==> src/rtl/base_pkg.sv <==
// Shared constants for the base register primitives.
package base_pkg;
    localparam int DEFAULT_DATA_WIDTH = 32;
endpackage : base_pkg

==> src/rtl/reg_bit_cell.sv <==
// Single-bit flop with load enable. Reset clears or presets it asynchronously, as chosen by RST_BIT.
module reg_bit_cell #(
    parameter bit RST_BIT = 1'b0
) (
    input  logic i_clk,
    input  logic i_rst_n,
    input  logic i_en,
    input  logic i_d,
    output logic o_q
);

    logic bit_q;
    logic bit_d;

    always_comb begin
        bit_d = bit_q;
        if (i_en) begin
            bit_d = i_d;
        end
    end

    always_ff @(posedge i_clk or negedge i_rst_n) begin
        if (!i_rst_n) begin
            bit_q <= RST_BIT;
        end else begin
            bit_q <= bit_d;
        end
    end

    assign o_q = bit_q;

endmodule : reg_bit_cell

==> src/rtl/reg_rst_async_en.sv <==
// Parameterised data register with asynchronous active-low reset and a synchronous load enable.
// One reg_bit_cell per bit, so each bit clears or presets independently to match RST_VALUE.
module reg_rst_async_en
    import base_pkg::*;
#(
    parameter int                    DATA_WIDTH = DEFAULT_DATA_WIDTH,
    parameter logic [DATA_WIDTH-1:0] RST_VALUE  = '0
) (
    input  logic                  i_clk,
    input  logic                  i_rst_n,
    input  logic                  i_en,
    input  logic [DATA_WIDTH-1:0] i_data,
    output logic [DATA_WIDTH-1:0] o_data
);

    generate
        if (DATA_WIDTH < 1) begin : g_bad_width
            $error("reg_rst_async_en: DATA_WIDTH must be at least 1");
        end
        if ($bits(RST_VALUE) != DATA_WIDTH) begin : g_bad_rst_value
            $error("reg_rst_async_en: RST_VALUE width must equal DATA_WIDTH");
        end
    endgenerate

    logic [DATA_WIDTH-1:0] data_q;

    for (genvar b = 0; b < DATA_WIDTH; b++) begin : g_bit
        reg_bit_cell #(
            .RST_BIT (RST_VALUE[b])
        ) u_cell (
            .i_clk   (i_clk),
            .i_rst_n (i_rst_n),
            .i_en    (i_en),
            .i_d     (i_data[b]),
            .o_q     (data_q[b])
        );
    end

    assign o_data = data_q;

endmodule : reg_rst_async_en

==> config.mk <==
export PLATFORM = sky130hd
export DESIGN_NAME = reg_rst_async_en
export DESIGN_NICKNAME = d
export VERILOG_FILES = /design/src/rtl/base_pkg.sv /design/src/rtl/reg_bit_cell.sv /design/src/rtl/reg_rst_async_en.sv
export SDC_FILE = /design/constraint.sdc
export NUM_CORES = 1
export LEC_CHECK = 0
export CAP_MARGIN = 0
export CORE_ASPECT_RATIO = 1.4
export CORE_UTILIZATION = 30
export DETAILED_ROUTE_END_ITERATION = 12
export DONT_BUFFER_PORTS = 1
export GPL_TIMING_DRIVEN = 0
export HOLD_SLACK_MARGIN = 0.06
export PLACE_DENSITY = 0.43
export SETUP_SLACK_MARGIN = 0.02
export SYNTH_ARGS = -nofsm -noshare
export SYNTH_HDL_FRONTEND = slang
export SYNTH_SLANG_ARGS = --single-unit
==> constraint.sdc <==
create_clock -name i_clk -period 0.8 [get_ports i_clk]
set_input_delay 0.08 -clock i_clk [delete_from_list [all_inputs] [get_ports i_clk]]
set_output_delay 0.08 -clock i_clk [all_outputs]
set_load 0.01 [all_outputs]
==> run_results.csv <==
group,metric,value,unit
critical_path,critPathLaunchType,"flip-flop",
synthesis,avgSynthCellArea,15.85,um2
power,leakage,1.078,nW
routing,wl_per_cell,12.66,um
timing,clock_skew,0,ns
floorplan,start_util,0.3199,
critical_path,regToRegStartpoint,"g_bit[21].u_cell.o_q",
outcome,status,"finished, violations left",
run,cap_violations,0,
power,vdd_drop_max,946.6,uV
min_path,hold_class,"input port to async pin",
clocking,hold_buffers,32,
critical_path,path_cells,"buf_6",
timing,max_freq,1125,MHz
routing,drc,0,
power,fin_total_pwr,0.004364,W
timing,worst_slack,-0.08884,ns
critical_path,critPathLaunch,"g_bit[17].u_cell.o_q",
timing,hold_viol,32,
synthesis,synth_largest_area_cell,"dfrtp_1",
placed_design,port-buffer-count,0,
critical_path,critPathTopFamily,"flip-flops",
placed_design,dpl.hpwl,1.728,mm
final_layout,fin_area,2270,um2
routing,viasPerCell,4.010,
floorplan,dieArea,5583,um2
synthesis,synth_cell_types,6,
global_route,antenna_found_initial,0,
timing,fin_crit_sh,1.111,
floorplan,die_x,63.44,um
synthesis,syn_inst,100,
critical_path,r2r-end,"g_bit[21].u_cell.o_q",
global_route,grt_pass1_vias,945,
clocking,cts_buffers,5,
floorplan,rows,30,
routing,drt-initial-drc-count,18,
timing,finalSetupViolCount,37,
synthesis,syn-num-nets,135,
synthesis,synth_seq_area_share,0.5051,
placed_design,post-place-ws,0.004181,ns
final_layout,n_antenna_cell,0,
clocking,cts_sinks,32,
clocking,cts.path.max_buffers,2,
critical_path,endpoint_kind,"output port",
timing,holdWs,-0.5121,ns
timing,relSlewSlack,0.9244,
critical_path,crit_type,"flip-flop to output port",
global_route,grt_usage,0.1070,
critical_path,worstPathArrival,0.81,ns
clocking,cts_tree,"done",
routing,vias,838,
global_route,grt_overflow_total,0,
floorplan,core-area,4955,um2
critical_path,cp.buffers_inverters,1,
clocking,clk_pin_slew,0.07,ns
placed_design,dp_cells,164,
clocking,h-tree-depth,2,
critical_path,crit_slowest_cell,"dfrtp_1",
placed_design,gp_congestion,0.6087,
critical_path,critical_path_cell_count,1,
routing,ant_nets,0,
final_layout,largest_register_ff_count,32,
final_layout,utilization,0.4581,
critical_path,critPathCapture,"o_data[17]",
final_layout,fin_cells,209,
critical_path,crit_fanout,2,
timing,worst_pin_slew,0.1133,ns
placed_design,dpl_cell_area,1665,um2
global_route,grt_max_degree,33,
timing,rsz0062_at_grt,"true",
timing,period_needed,0.8888,ns
timing,drv_slew,0,
final_layout,areaGrowthSynthToFinish,43.17,%
critical_path,r2r_cells,2,
power,power.density,1923,nW/um2
critical_path,required,0.72,ns
critical_path,rrSetupSlack,-0.08,ns
final_layout,finish.net_count,179,
floorplan,dieHeight,88.01,um
synthesis,ys_ff_latch,32,
synthesis,synth_top_area_frac,0.5051,
global_route,grt_pass1_wl,4.478,mm
routing,drtPass1Iterations,2,
clocking,worstSkewPairLatency,0.27,ns
clocking,cts_root_buf,"clkbuf_8",
synthesis,syn_area,1585,um2
routing,totalWireLength,2.645,mm
final_layout,drive_above_1_share,0.5517,
critical_path,cpPeakStageDelay,0.40,ns
synthesis,yosys_warnings,0,
floorplan,io_pins,67,
synthesis,synth_area_leaders,"dfrtp_1, mux2_4, buf_4",
outcome,violations,"negative hold slack, negative setup slack",
cell type report:
| cell class | instances | area, um2 |
|---|---|---|
| buffer | 36 | 431.7 |
| multi-input combinational | 32 | 476.7 |
| timing repair buffer | 37 | 372.9 |
| sequential | 32 | 800.8 |
| tap | 64 | 80.08 |
| clock inverter | 2 | 35.03 |
| clock buffer | 6 | 72.57 |
| fill | 443 | 2685 |
worst min-delay path by stage:
stage	slack, ns	endpoint
floorplan	-0.22	g_bit[0].u_cell.o_q
global placement	-0.21	g_bit[21].u_cell.o_q
detailed placement	-0.21	g_bit[21].u_cell.o_q
CTS	-0.53	g_bit[9].u_cell.o_q
global route	-0.54	g_bit[10].u_cell.o_q
finish	-0.51	g_bit[15].u_cell.o_q
layout by cell type (no fill, tap or decap):
cell type / instances
mux2_4: 31
dlygate4sd3_1: 32
clkbuf_1: 1
bufinv_16: 1
clkinv_2: 1
buf_6: 37
mux2_2: 1
clkbuf_8: 5
buf_4: 1
buf_12: 3
dfrtp_1: 32
power breakdown:
part | internal (W) | switching, W | total [W] | leakage, nW
combinational | 0.000703 | 0.000264 | 0.000967 | 0.649
sequential | 0.00178 | 0.000125 | 0.00191 | 0.374
clock | 0.000923 | 0.000566 | 0.00149 | 0.0552
total | 0.00341 | 0.000955 | 0.00436 | 1.08
kinds of logic (layout without fill, tap and decap cells):
| family | count (synthesis) | in the layout | share of synthesized area |
|---|---|---|---|
| buffers and inverters | 36 | 81 | 0.1965 |
| muxes | 32 | 32 | 0.2983 |
| DFF | 32 | 32 | 0.5051 |
stage by stage:
step,hold WS [ns],TNS (ns)
global route,-0.5355,-4.156
global placement,-0.2148,0
finish,-0.5121,-2.782
CTS,-0.5283,-3.383
detailed placement,-0.2147,0
floorplan,-0.2156,0
timing repair:
item | in CTS | in global routing
cloned | 0 | 0
endpoints found under the setup margin | 32 | 63
setup buffers | 5 | 0
gates resized for setup | 32 | 5
hold endpoints to repair | 64 | 32
Yosys cell counts:
| master | n |
|---|---|
| dfrtp_1 | 32 |
| buf_4 | 32 |
| buf_12 | 3 |
| buf_6 | 1 |
| mux2_2 | 2 |
| mux2_4 | 30 |
metal layers:
metal	part of all wire	vias up	GRT usage
met5	0	-	0
met4	0.016	0	0.05579
met3	0.062	4	0.03516
met2	0.51	42	0.1779
met1	0.41	408	0.1221
li1	-	384	-
(Power assumes the default switching activity.)
